### src/rtl/branch_resolve_ctrl_pkg.sv
// Shared constants for branch resolution: func3 codes, FSM states, BHT reset value.
// Pure declarations; no timing or flow control.
package branch_resolve_ctrl_pkg;

  localparam logic [2:0] F3_BEQ  = 3'b000;
  localparam logic [2:0] F3_BNE  = 3'b001;
  localparam logic [2:0] F3_BLT  = 3'b100;
  localparam logic [2:0] F3_BGE  = 3'b101;
  localparam logic [2:0] F3_BLTU = 3'b110;
  localparam logic [2:0] F3_BGEU = 3'b111;

  localparam logic [1:0] BHT_RST = 2'b01;

  typedef enum logic {
    ST_IDLE  = 1'b0,
    ST_FLUSH = 1'b1
  } state_t;

  function automatic logic f3_legal(input logic [2:0] f3);
    return !((f3 == 3'b010) || (f3 == 3'b011));
  endfunction

endpackage

### src/rtl/branch_resolve_ctrl_if.sv
// IF/EX-side bus of the branch resolve controller.
// Carries fetch lookup, EX operands, redirect/flush and statistics; no handshake.
interface branch_resolve_ctrl_if #(
  parameter int CNT_W = 32
);
  logic [31:0]      i_if_pc;
  logic             o_pred_taken;
  logic             i_ex_valid;
  logic             i_ex_branch;
  logic             i_ex_jump;
  logic [2:0]       i_ex_func3;
  logic [31:0]      i_ex_rs1;
  logic [31:0]      i_ex_rs2;
  logic [31:0]      i_ex_pc;
  logic [31:0]      i_ex_target;
  logic             i_ex_pred_taken;
  logic             i_stall;
  logic             o_redirect;
  logic [31:0]      o_redirect_pc;
  logic             o_flush;
  logic [CNT_W-1:0] o_branch_cnt;
  logic [CNT_W-1:0] o_mispredict_cnt;

  modport slave (
    input  i_if_pc, i_ex_valid, i_ex_branch, i_ex_jump, i_ex_func3,
           i_ex_rs1, i_ex_rs2, i_ex_pc, i_ex_target, i_ex_pred_taken, i_stall,
    output o_pred_taken, o_redirect, o_redirect_pc, o_flush,
           o_branch_cnt, o_mispredict_cnt
  );

  modport master (
    output i_if_pc, i_ex_valid, i_ex_branch, i_ex_jump, i_ex_func3,
           i_ex_rs1, i_ex_rs2, i_ex_pc, i_ex_target, i_ex_pred_taken, i_stall,
    input  o_pred_taken, o_redirect, o_redirect_pc, o_flush,
           o_branch_cnt, o_mispredict_cnt
  );

endinterface

### src/rtl/branch_resolve_ctrl_branch_cmp.sv
// Branch comparator: evaluates the func3 condition on rs1/rs2, purely combinational.
// Zero latency; illegal func3 codes yield not-taken.
module branch_cmp
  import branch_resolve_ctrl_pkg::*;
(
  input  logic [31:0] rs1_i,
  input  logic [31:0] rs2_i,
  input  logic [2:0]  func3_i,
  output logic        cmp_o
);

  always_comb begin
    cmp_o = 1'b0;
    case (func3_i)
      F3_BEQ:  cmp_o = (rs1_i == rs2_i);
      F3_BNE:  cmp_o = (rs1_i != rs2_i);
      F3_BLT:  cmp_o = ($signed(rs1_i) <  $signed(rs2_i));
      F3_BGE:  cmp_o = ($signed(rs1_i) >= $signed(rs2_i));
      F3_BLTU: cmp_o = (rs1_i <  rs2_i);
      F3_BGEU: cmp_o = (rs1_i >= rs2_i);
      default: cmp_o = 1'b0;
    endcase
  end

endmodule

### src/rtl/branch_resolve_ctrl.sv
// EX-stage branch resolution: bimodal BHT, 1-cycle redirect, FLUSH_CYCLES-long flush.
// No backpressure; i_stall defers resolve, and wrong-path EX is ignored while flushing.
module branch_resolve_ctrl
  import branch_resolve_ctrl_pkg::*;
#(
  parameter int BHT_DEPTH    = 64,
  parameter int FLUSH_CYCLES = 2,
  parameter int CNT_W        = 32
) (
  input  logic                  i_clk,
  input  logic                  i_rst_n,
  branch_resolve_ctrl_if.slave  bus
);

  localparam int         IDX_W      = $clog2(BHT_DEPTH);
  localparam logic [3:0] FLUSH_LOAD = 4'(FLUSH_CYCLES - 1);

  state_t           state_q, state_d;
  logic [3:0]       fcnt_q, fcnt_d;
  logic [1:0]       bht_q [BHT_DEPTH];
  logic [1:0]       bht_cur, bht_d;
  logic             redirect_q;
  logic [31:0]      redirect_pc_q;
  logic [CNT_W-1:0] bcnt_q, mcnt_q;

  logic             cmp, resolve, legal_br, counted, taken, mispredict, bht_we;
  logic [IDX_W-1:0] upd_idx, lk_idx;

  branch_cmp u_cmp (
    .rs1_i   (bus.i_ex_rs1),
    .rs2_i   (bus.i_ex_rs2),
    .func3_i (bus.i_ex_func3),
    .cmp_o   (cmp)
  );

  assign resolve    = (state_q == ST_IDLE) && bus.i_ex_valid && !bus.i_stall &&
                      (bus.i_ex_branch || bus.i_ex_jump);
  // A jump wins over a simultaneously flagged branch, so it never counts as a branch here.
  assign legal_br   = !bus.i_ex_jump && bus.i_ex_branch && f3_legal(bus.i_ex_func3);
  assign counted    = bus.i_ex_jump || legal_br;
  assign taken      = bus.i_ex_jump || (bus.i_ex_branch && cmp);
  assign mispredict = (taken != bus.i_ex_pred_taken);
  assign bht_we     = resolve && legal_br;

  assign upd_idx = bus.i_ex_pc[IDX_W+1:2];
  assign lk_idx  = bus.i_if_pc[IDX_W+1:2];
  assign bht_cur = bht_q[upd_idx];

  always_comb begin
    bht_d = bht_cur;
    if (taken) begin
      if (bht_cur != 2'b11) bht_d = bht_cur + 2'b01;
    end else begin
      if (bht_cur != 2'b00) bht_d = bht_cur - 2'b01;
    end
  end

  always_comb begin
    state_d = state_q;
    fcnt_d  = fcnt_q;
    case (state_q)
      ST_IDLE: begin
        if (resolve && mispredict) begin
          state_d = ST_FLUSH;
          fcnt_d  = FLUSH_LOAD;
        end
      end
      ST_FLUSH: begin
        if (fcnt_q == 4'd0) state_d = ST_IDLE;
        else                fcnt_d  = fcnt_q - 4'd1;
      end
      default: state_d = ST_IDLE;
    endcase
  end

  always_ff @(posedge i_clk or negedge i_rst_n) begin
    if (!i_rst_n) begin
      state_q       <= ST_IDLE;
      fcnt_q        <= 4'd0;
      redirect_q    <= 1'b0;
      redirect_pc_q <= 32'd0;
      bcnt_q        <= '0;
      mcnt_q        <= '0;
    end else begin
      state_q    <= state_d;
      fcnt_q     <= fcnt_d;
      redirect_q <= resolve && mispredict;
      if (resolve && mispredict) begin
        redirect_pc_q <= taken ? bus.i_ex_target : bus.i_ex_pc + 32'd4;
        mcnt_q        <= mcnt_q + CNT_W'(1);
      end
      if (resolve && counted) bcnt_q <= bcnt_q + CNT_W'(1);
    end
  end

  always_ff @(posedge i_clk or negedge i_rst_n) begin
    if (!i_rst_n) begin
      for (int i = 0; i < BHT_DEPTH; i++) bht_q[i] <= BHT_RST;
    end else if (bht_we) begin
      bht_q[upd_idx] <= bht_d;
    end
  end

  assign bus.o_pred_taken     = bht_q[lk_idx][1];
  assign bus.o_redirect       = redirect_q;
  assign bus.o_redirect_pc    = redirect_pc_q;
  assign bus.o_flush          = (state_q == ST_FLUSH);
  assign bus.o_branch_cnt     = bcnt_q;
  assign bus.o_mispredict_cnt = mcnt_q;

endmodule

### src/flat_wrapper.sv
// flat-port wrapper written by rule: the top's interface ports become plain ports
module branch_resolve_ctrl_flat import branch_resolve_ctrl_pkg::*;
#(
  parameter int BHT_DEPTH    = 64,
  parameter int FLUSH_CYCLES = 2,
  parameter int CNT_W        = 32
)
  (i_clk, i_rst_n, bus_i_if_pc, bus_i_ex_valid, bus_i_ex_branch, bus_i_ex_jump, bus_i_ex_func3, bus_i_ex_rs1, bus_i_ex_rs2, bus_i_ex_pc, bus_i_ex_target, bus_i_ex_pred_taken, bus_i_stall, bus_o_pred_taken, bus_o_redirect, bus_o_redirect_pc, bus_o_flush, bus_o_branch_cnt, bus_o_mispredict_cnt);
  branch_resolve_ctrl_if #(.CNT_W(CNT_W)) bus_i ();
  input  logic i_clk;
  input  logic i_rst_n;
  input wire logic [$bits(bus_i.i_if_pc)-1:0] bus_i_if_pc;
  input wire logic [$bits(bus_i.i_ex_valid)-1:0] bus_i_ex_valid;
  input wire logic [$bits(bus_i.i_ex_branch)-1:0] bus_i_ex_branch;
  input wire logic [$bits(bus_i.i_ex_jump)-1:0] bus_i_ex_jump;
  input wire logic [$bits(bus_i.i_ex_func3)-1:0] bus_i_ex_func3;
  input wire logic [$bits(bus_i.i_ex_rs1)-1:0] bus_i_ex_rs1;
  input wire logic [$bits(bus_i.i_ex_rs2)-1:0] bus_i_ex_rs2;
  input wire logic [$bits(bus_i.i_ex_pc)-1:0] bus_i_ex_pc;
  input wire logic [$bits(bus_i.i_ex_target)-1:0] bus_i_ex_target;
  input wire logic [$bits(bus_i.i_ex_pred_taken)-1:0] bus_i_ex_pred_taken;
  input wire logic [$bits(bus_i.i_stall)-1:0] bus_i_stall;
  output wire logic [$bits(bus_i.o_pred_taken)-1:0] bus_o_pred_taken;
  output wire logic [$bits(bus_i.o_redirect)-1:0] bus_o_redirect;
  output wire logic [$bits(bus_i.o_redirect_pc)-1:0] bus_o_redirect_pc;
  output wire logic [$bits(bus_i.o_flush)-1:0] bus_o_flush;
  output wire logic [$bits(bus_i.o_branch_cnt)-1:0] bus_o_branch_cnt;
  output wire logic [$bits(bus_i.o_mispredict_cnt)-1:0] bus_o_mispredict_cnt;
  assign bus_i.i_if_pc = bus_i_if_pc;
  assign bus_i.i_ex_valid = bus_i_ex_valid;
  assign bus_i.i_ex_branch = bus_i_ex_branch;
  assign bus_i.i_ex_jump = bus_i_ex_jump;
  assign bus_i.i_ex_func3 = bus_i_ex_func3;
  assign bus_i.i_ex_rs1 = bus_i_ex_rs1;
  assign bus_i.i_ex_rs2 = bus_i_ex_rs2;
  assign bus_i.i_ex_pc = bus_i_ex_pc;
  assign bus_i.i_ex_target = bus_i_ex_target;
  assign bus_i.i_ex_pred_taken = bus_i_ex_pred_taken;
  assign bus_i.i_stall = bus_i_stall;
  assign bus_o_pred_taken = bus_i.o_pred_taken;
  assign bus_o_redirect = bus_i.o_redirect;
  assign bus_o_redirect_pc = bus_i.o_redirect_pc;
  assign bus_o_flush = bus_i.o_flush;
  assign bus_o_branch_cnt = bus_i.o_branch_cnt;
  assign bus_o_mispredict_cnt = bus_i.o_mispredict_cnt;
  branch_resolve_ctrl #(.BHT_DEPTH(BHT_DEPTH), .FLUSH_CYCLES(FLUSH_CYCLES), .CNT_W(CNT_W)) u_core (.i_clk(i_clk), .i_rst_n(i_rst_n), .bus(bus_i));
endmodule
### config.mk
export PLATFORM = sky130hd
export DESIGN_NAME = branch_resolve_ctrl_flat
export DESIGN_NICKNAME = d
export VERILOG_FILES = /design/src/rtl/branch_resolve_ctrl_pkg.sv /design/src/rtl/branch_resolve_ctrl_if.sv /design/src/rtl/branch_resolve_ctrl_branch_cmp.sv /design/src/rtl/branch_resolve_ctrl.sv /design/src/flat_wrapper.sv
export SDC_FILE = /design/constraint.sdc
export NUM_CORES = 1
export LEC_CHECK = 0
export CORE_AREA = 5 5 170 172
export CTS_CLUSTER_DIAMETER = 150
export DETAILED_ROUTE_END_ITERATION = 8
export DIE_AREA = 0 0 175 177
export PLACE_DENSITY = 0.79
export SLEW_MARGIN = 20
export SYNTH_ARGS = -nofsm -noshare
export SYNTH_HDL_FRONTEND = slang
export SYNTH_SLANG_ARGS = --single-unit
export TNS_END_PERCENT = 50
### constraint.sdc
create_clock -name i_clk -period 8.69 [get_ports i_clk]
set_input_delay 1.738 -clock i_clk [delete_from_list [all_inputs] [get_ports i_clk]]
set_output_delay 1.738 -clock i_clk [all_outputs]
set_load 0.05 [all_outputs]
---- After elaboration in Yosys (flattened, before gate mapping) ----
Index checks and enable logic that the tools add are counted.
word-level totals
  output and inout bits ................... 99
  logic and storage cells ................. 140
  memory bits (read-only) ................. 0
  bits in latches ......................... 0
  memories kept ........................... 0
  memory bits (writable) .................. 0
  register bits ........................... 230
  input port bits ......................... 170
operators by class
  equal/unequal tests ..................... 13
  reduce and logical (&&, ||, !) cells .... 21
  bitwise gates (word level) .............. 3
  add/sub/neg operators ................... 6
  shift operators ......................... 0
  multiplexer cells ....................... 20
  $lt $le $gt $ge ......................... 7
  div/mod/pow operators ................... 0
  multipliers ............................. 0
operator list
  cell                   count
  $bwmux 128             1
  $add 32x1->32 const B  2
  $ge 32x32->1           2
  $lt 32x32->1           2
  $add 32x3->32 const B  1
  $eq 32x32->1           1
  $mux 32                1
  $ne 32x32->1           1
  $bmux 2 s6             2
  $mux 2                 8
  $ge 7x7->1 const B     2
  $not 6->7              2
  $demux 2 s6            1
  $eq 3x3->1 const B     4
  $logic_and 1x1->1      10
  $mux 4                 2
  $pmux 4 s2             1
  $lt 7x1->1 const B     1
  $eq 3x2->1 const B     2
  $ne 2x2->1 const B     3
  $pmux 1 s6             1
  $logic_not 4->1        1
  $logic_or 1x1->1       4
  $sub 4x1->4 const B    1
  other kinds (11)       14

---- Depth between registers and ports, before layout ----
Gate-level depths: netlist of the first run.
  word-level depth ........................ 8
  mapped depth ............................ 14
  mapped depth without buffers ............ 11

---- Modules after synthesis ----
Synthesis of the first run repeated with hierarchy kept, for this count alone.
second synthesis, totals
  cells, all modules ...................... 1194
  area, all modules ....................... 12872.3 um^2
modules (own cells, without submodules)
  module               area an instance (um^2)  seq. area each (um^2)  cells an instance  instances
  branch_resolve_ctrl  11949.0                  5835.6                 1066               1
  branch_cmp           923.4                    0.0                    128                1

---- Worst setup path before layout of the first run ----
OpenSTA, ideal clock, no wires.
  path type ............................... input to output
  start ................................... in bus_i_if_pc[2]
  end ..................................... out bus_o_pred_taken
  stages on the path ...................... 5
  setup slack ............................. 2.643 ns
  data required time ...................... 6.952 ns
  data arrival time ....................... 4.309 ns
  buffers on the path ..................... 2
  cell sequence ........................... clkbuf_1 buf_1 mux4_2 mux4_2 mux4_2
on the way
  word-level cells in the longest chain between the ends .. 4
ends and longest elaborated chain
  what                                       RTL line                    source
  start: declaration                         flat_wrapper.sv:12          input wire logic [$bits(bus_i.i_if_pc)-1:0] bus_i_if_pc;
  $not 6->7 (implied by the code)            branch_resolve_ctrl.sv:104  assign bus.o_pred_taken = bht_q[lk_idx][1];
  $bmux 2 s6                                 branch_resolve_ctrl.sv:104
  $mux 2 (implied by the code) (2 in a row)  branch_resolve_ctrl.sv:104
  end: declaration                           flat_wrapper.sv:23          output wire logic [$bits(bus_i.o_pred_taken)-1:0] bus_o_pred_taken;
Every way passes these cells. The select of a mux whose other input is x is not followed.

---- Worst setup path after layout of the first run ----
  start ................................... in bus_i_if_pc[3]
  end ..................................... out bus_o_pred_taken
Same word-level chain as after synthesis.

==> results of run 1 <==
-- sequential cells by signal, summed over array words and instances, names as in the netlist --
register                     count
u_core.bht_q                   128
u_core.bus.o_branch_cnt         32
u_core.bus.o_flush               1
u_core.bus.o_mispredict_cnt     32
u_core.bus.o_redirect            1
u_core.bus.o_redirect_pc        32
u_core.fcnt_q                    4
-- final timing paths --
check / depth (start not counted) / startpoint / slack (ps) / to
worst max register to register: 8 / u_core.bus.o_flush$_DFF_PN0_ / 5170 / u_core.bus.o_redirect_pc[13]$_DFFE_PN0P_
worst min-delay path: 2 / u_core.bht_q[42]$_DFFE_PN1P_ / 460 / u_core.bht_q[42]$_DFFE_PN1P_
min in group asynchronous: 1 / i_rst_n / 1260 / u_core.bht_q[93]$_DFFE_PN0P_
max in group asynchronous: 2 / i_rst_n / 6080 / u_core.bus.o_branch_cnt[12]$_DFFE_PN0P_
worst min register to register: 2 / u_core.bht_q[42]$_DFFE_PN1P_ / 460 / u_core.bht_q[42]$_DFFE_PN1P_
worst max-delay path: 5 / bus_i_if_pc[3] / 1950 / bus_o_pred_taken
-- through the flow --
stage	hold slack (ps)	cell area, sq um	utilization (%)	total power, mW
finish	462	16500	60.5	3.46
global route	476	16500	60.5	3.60
CTS	463	16500	60.5	3.49
detailed placement	453	15700	57.4	2.40
global placement	449	15700	57.4	2.38
floorplan	441	13000	-	1.97
-- cells in the mapped netlist, types with 36 or more instances --
cell type / count / share of area, %
xnor2_1: 50 / 3.4
xor2_1: 40 / 2.7
o21ai_0: 61 / 2.3
nand3_1: 47 / 1.8
mux2_2: 63 / 5.4
a21oi_1: 52 / 2.0
inv_1: 55 / 1.6
o21ai_1: 52 / 2.0
nor2_1: 51 / 1.5
dfrtp_1: 166 / 32
ha_1: 36 / 3.5
dfstp_2: 64 / 13
nand2_1: 211 / 6.1
-- cells by family (layout without fill, tap and decap cells) --
logic type,Yosys count,in the layout,synth area share (%)
adders and majority gates,37,37,3.57
buffers and inverters,117,362,4.21
and+or+nand+nor,420,420,15.3
AOI/OAI and AO/OA,265,265,13.2
DFF,230,230,44.8
muxes,120,120,12.8
xor gates and xnor gates,90,90,6.05
-- report_power, final --
group / leakage (nW) / total (mW) / internal (mW) / switching [mW]
Clock: 0.414 / 1.08 / 0.640 / 0.441
Sequential: 2.85 / 1.29 / 1.20 / 0.0912
Combinational: 3.53 / 1.09 / 0.398 / 0.692
-- metal layers --
layer  up-vias  wire, um
met2       489     19000
met3        85      3280
li1       5030         -
met5         -        18
met1      5254     14700
met4         2      1230
-- worst reg2reg max path: stages (launching register included) --
cell and delay (ps):
dfrtp_1 440, or3b_1 550, o21bai_1 280, nor2_1 250
o211ai_1 160, o31a_1 160, buf_4 270, nand2_2 840
mux2_2 450
-- cell type report --
class | count | area, sq um | area share [%]
clock inverters | 10 | 106 | 0.643
clock buffers | 36 | 727 | 4.40
multi-input cells | 932 | 6660 | 40.3
repair buffers | 261 | 2560 | 15.5
flip-flops and latches | 230 | 5840 | 35.3
well taps | 346 | 433 | 2.62
inverters | 55 | 206 | 1.25
==> out/metrics.yaml, run 1 <==
required_ps: 6950
worst_slew_pin_slew_ps: 1060
relSlewSlack_pct: 29.1
cp-start-kind: "input pin"
worstPathArrival_ps: 5000
fmax_mhz: 148
dp_hpwl_mm: 27.3
yosys_warnings: 0
dpl.cell_count: 1824
cts.repair.resized: 0
overflow: 0
cts.sinks: 230
final_common_cell: "clkdlybuf4s50_1"
cp_max_fo: 16
wl_per_cell_um: 20.4
drc_errors: 0
std_cell_rows: 61
finalHoldViolCount: 0
fin_crit_sh_pct: 77.6
clkTransAtPathRegs_ps: 60
met3_usage_pct: 5.75
fin_tns_setup_ps: 0
finalSetupViolCount: 0
cp.buffers_inverters: 2
fill_cells: 2190
drive_gt1_share_pct: 16.4
rsz0062_at_grt: "no"
syn_area_sq_mm: 0.0130
synth_edf_count: 0
insertion_delay_ps: 530
pin_count: 269
grt_usage_pct: 24.0
cts_tree: "yes"
synth.distinct_cells: 76
grt_max_degree: 116
power.density_mw_per_mm2: 209
cts_buffers: 25
grt_pass1_wl_mm: 60.3
synth_nets: 1485
dr.first_iter.drc_count: 962
ys.flop_type: "dfrtp_1"
start_util_pct: 47.7
period_needed_ps: 6740
instances_no_fill: 1870
syn_avg_cell_area_sq_um: 10.2
worstSetupPathType: "input pin to output port"
grt_pass1_vias: 11000
status: "complete, no violations"
synth-seq-area-share_pct: 44.8
min_path_type: "register to register"
drt-pass1-iter-count: 8
die_area_sq_mm: 0.0310
drv_slew: 0
area_growth_pct: 27.0
max_cap_viol_count: 0
vias: 10900
setup_ws_ps: 1950
antenna_cells: 0
fin_skew_ps: 11.4
antenna_left: 0
avgViaCountPerCell: 5.81
final_cell_mix: "239 x clkdlybuf4s50_1, 210 x nand2_1, 166 x dfrtp_1"
core_sq_mm: 0.0273
cts_root_buffer: "clkbuf_16"
gp_congestion: 0.866
grtUsageMet1_pct: 29.8
top_usage_layer: "met2"
critPathTopFamily: "buffers and inverters"
dpl_worst_slack_ps: 2000
worstPathCellList: "clkdlybuf4s50_1 -> mux4_2 -> mux4_2 -> mux4_2 -> clkdlybuf4s50_1"
htreeDepth: 1
ctsHoldBuffers: 0
antenna_found_initial: 1
die_h_um: 177
synthCells: 1279
ys_seq_elements: 230
met2_usage_pct: 41.1
drt_wl_total_mm: 38.2
ir_drop_mv: 0.125
die_x_um: 175
cts_buffer_depth: 3
max_stage_delay_ps: 1060
fin_nets: 1711
crit_top_cell: "mux4_2"
leakagePower_nw: 6.80
crit_path_top_delay_cell: "clkdlybuf4s50_1"
end_kind: "output port"
port_buffers: 242
async_reset_ff_share_pct: 100
post_cts_buffers: 0
No activity file was read; power rests on OpenSTA's default activity.
==> run 2: changes to the inputs <==
Clock period 8.69 ns to 6.6 ns, I/O delays scaled along.
==> out/metrics.yaml, run 2 (synthesis results as in run 1) <==
status: "complete, no violations"
final_cell_mix: "239 x clkdlybuf4s50_1, 210 x nand2_1, 166 x dfrtp_1"
ctsHoldBuffers: 0  # unchanged
htreeDepth: 1  # unchanged
cp-start-kind: "input pin"
drv_slew: 0  # unchanged
grt_max_degree: 175  # +51%
finalSetupViolCount: 0  # unchanged
dr.first_iter.drc_count: 891  # -7.4%
dp_hpwl_mm: 27.4  # +0.14%
grt_pass1_vias: 11100  # +0.54%
r2r_slack_ps: 3380  # -1790 ps
wl_per_cell_um: 20.5  # +0.59%
antenna_cells: 0  # unchanged
insertion_delay_ps: 550  # +20 ps
final_common_cell: "clkdlybuf4s50_1"
min_path_type: "register to register"
end_kind: "output port"
ir_drop_mv: 0.180  # +44%
finalPower_mw: 4.64  # +34%
dpl_worst_slack_ps: 866  # -1130 ps
cp_max_fo: 16  # unchanged
avgViaCountPerCell: 5.82  # +0.14%
die_area_sq_mm: 0.0310  # unchanged
die_x_um: 175  # unchanged
cts_buffer_depth: 3  # unchanged
core_sq_mm: 0.0273  # unchanged
fmax_mhz: 173
cts_buffers: 26  # +4.0%
start_util_pct: 47.7  # unchanged
relSlewSlack_pct: 25.4  # -3.7 points
std_cell_rows: 61  # unchanged
setup_ws_ps: 829  # -1120 ps
die_h_um: 177  # unchanged
cts_root_buffer: "clkbuf_16"
critPathTopFamily: "multiplexers"
overflow: 0  # unchanged
leakagePower_nw: 6.85  # +0.69%
required_ps: 5280  # -1670 ps
clkTransAtPathRegs_ps: 60  # about the same
pin_count: 269  # unchanged
power.density_mw_per_mm2: 279  # +33%
grt_usage_pct: 24.2  # +0.16 points
worstSetupPathType: "input pin to output port"
worstPathArrival_ps: 4450  # -550 ps
worstPathCellList: "clkdlybuf4s50_1 -> buf_4 -> mux4_2 -> mux4_2 -> mux4_2 -> clkdlybuf4s50_1"
cts.repair.resized: 0  # unchanged
drt-pass1-iter-count: 5  # -3
antenna_left: 0  # unchanged
drt_wl_total_mm: 38.5  # +0.91%
vias: 10900  # +0.46%
regMostFlops: "u_core.bht_q"
worst_slew_pin_slew_ps: 1110  # +50.8 ps
rsz0062_at_grt: "no"
max_stage_delay_ps: 720  # -340 ps
finalHoldViolCount: 0  # unchanged
grt_pass1_wl_mm: 60.5  # +0.29%
max_cap_viol_count: 0  # unchanged
antenna_found_initial: 0  # -1
fin_tns_setup_ps: 0  # unchanged
cts.sinks: 230  # unchanged
gp_congestion: 0.921  # +6.3%
post_cts_buffers: 0  # unchanged
cp.buffers_inverters: 3  # +1
fin_skew_ps: 22.9  # +11.6 ps
crit_top_cell: "mux4_2"
fin_crit_sh_pct: 87.4
largest_reg_flops: 128  # unchanged
port_buffers: 242  # unchanged
fill_cells: 2195  # +0.23%
period_needed_ps: 5770
cts_tree: "yes"
drc_errors: 0  # unchanged
drive_gt1_share_pct: 16.4  # about the same
area_growth_pct: 27.7
crit_path_top_delay_cell: "clkdlybuf4s50_1"
fin_nets: 1716  # +0.29%
run 2: tightest hold or removal path, delay by kind of cell, from the launching register on:
kind,cells,cell delay [ps]
DFF,1,370
and+or+nand+nor,1,40
AOI/OAI and AO/OA,1,50
run 2: layer usage:
metal	track usage, %	up-vias	part of all wire, %
met5	0	-	0
met2	40.8	486	48
met4	9.98	0	4.2
li1	-	5061	-
met1	31.2	5249	40
met3	3.93	114	7.3
run 2: final timing paths:
check / from / end / cells past startpoint
worst max-delay path: bus_i_if_pc[2] / bus_o_pred_taken / 6
worst min-delay path: u_core.bht_q[60]$_DFFE_PN1P_ / u_core.bht_q[60]$_DFFE_PN1P_ / 2
worst max register to register: u_core.bht_q[116]$_DFFE_PN1P_ / u_core.bht_q[55]$_DFFE_PN0P_ / 10
worst min register to register: u_core.bht_q[60]$_DFFE_PN1P_ / u_core.bht_q[60]$_DFFE_PN1P_ / 2
max in group asynchronous: i_rst_n / u_core.bus.o_branch_cnt[28]$_DFFE_PN0P_ / 2
min in group asynchronous: i_rst_n / u_core.bht_q[73]$_DFFE_PN0P_ / 1
run 2: through the flow:
stage | area [sq um] | utilization (%) | cells | hold WS [ps]
floorplan | 13000 | - | 1279 | 441
global placement | 15700 | 57.6 | 1828 | 448
detailed placement | 15700 | 57.6 | 1828 | 455
CTS | 16600 | 60.9 | 1876 | 465
global route | 16600 | 60.9 | 1876 | 477
finish | 16600 | 60.9 | 1876 | 463
run 2: layout make-up:
| class | count | area (sq um) | area share [%] |
|---|---|---|---|
| Sequential cell | 230 | 5840 | 35.1 |
| Inverter | 55 | 206 | 1.24 |
| Clock buffer | 40 | 753 | 4.53 |
| Tap cell | 346 | 433 | 2.60 |
| Clock inverter | 8 | 130 | 0.782 |
| Multi-Input combinational cell | 932 | 6660 | 40.0 |
| Timing Repair Buffer | 265 | 2620 | 15.7 |
run 2: where the power goes:
part	leakage (nW)	internal, mW	switching (mW)	total (mW)
Clock	0.432	0.903	0.593	1.50
Combinational	3.56	0.529	0.911	1.44
Sequential	2.85	1.58	0.123	1.70
Total	6.85	3.01	1.63	4.64
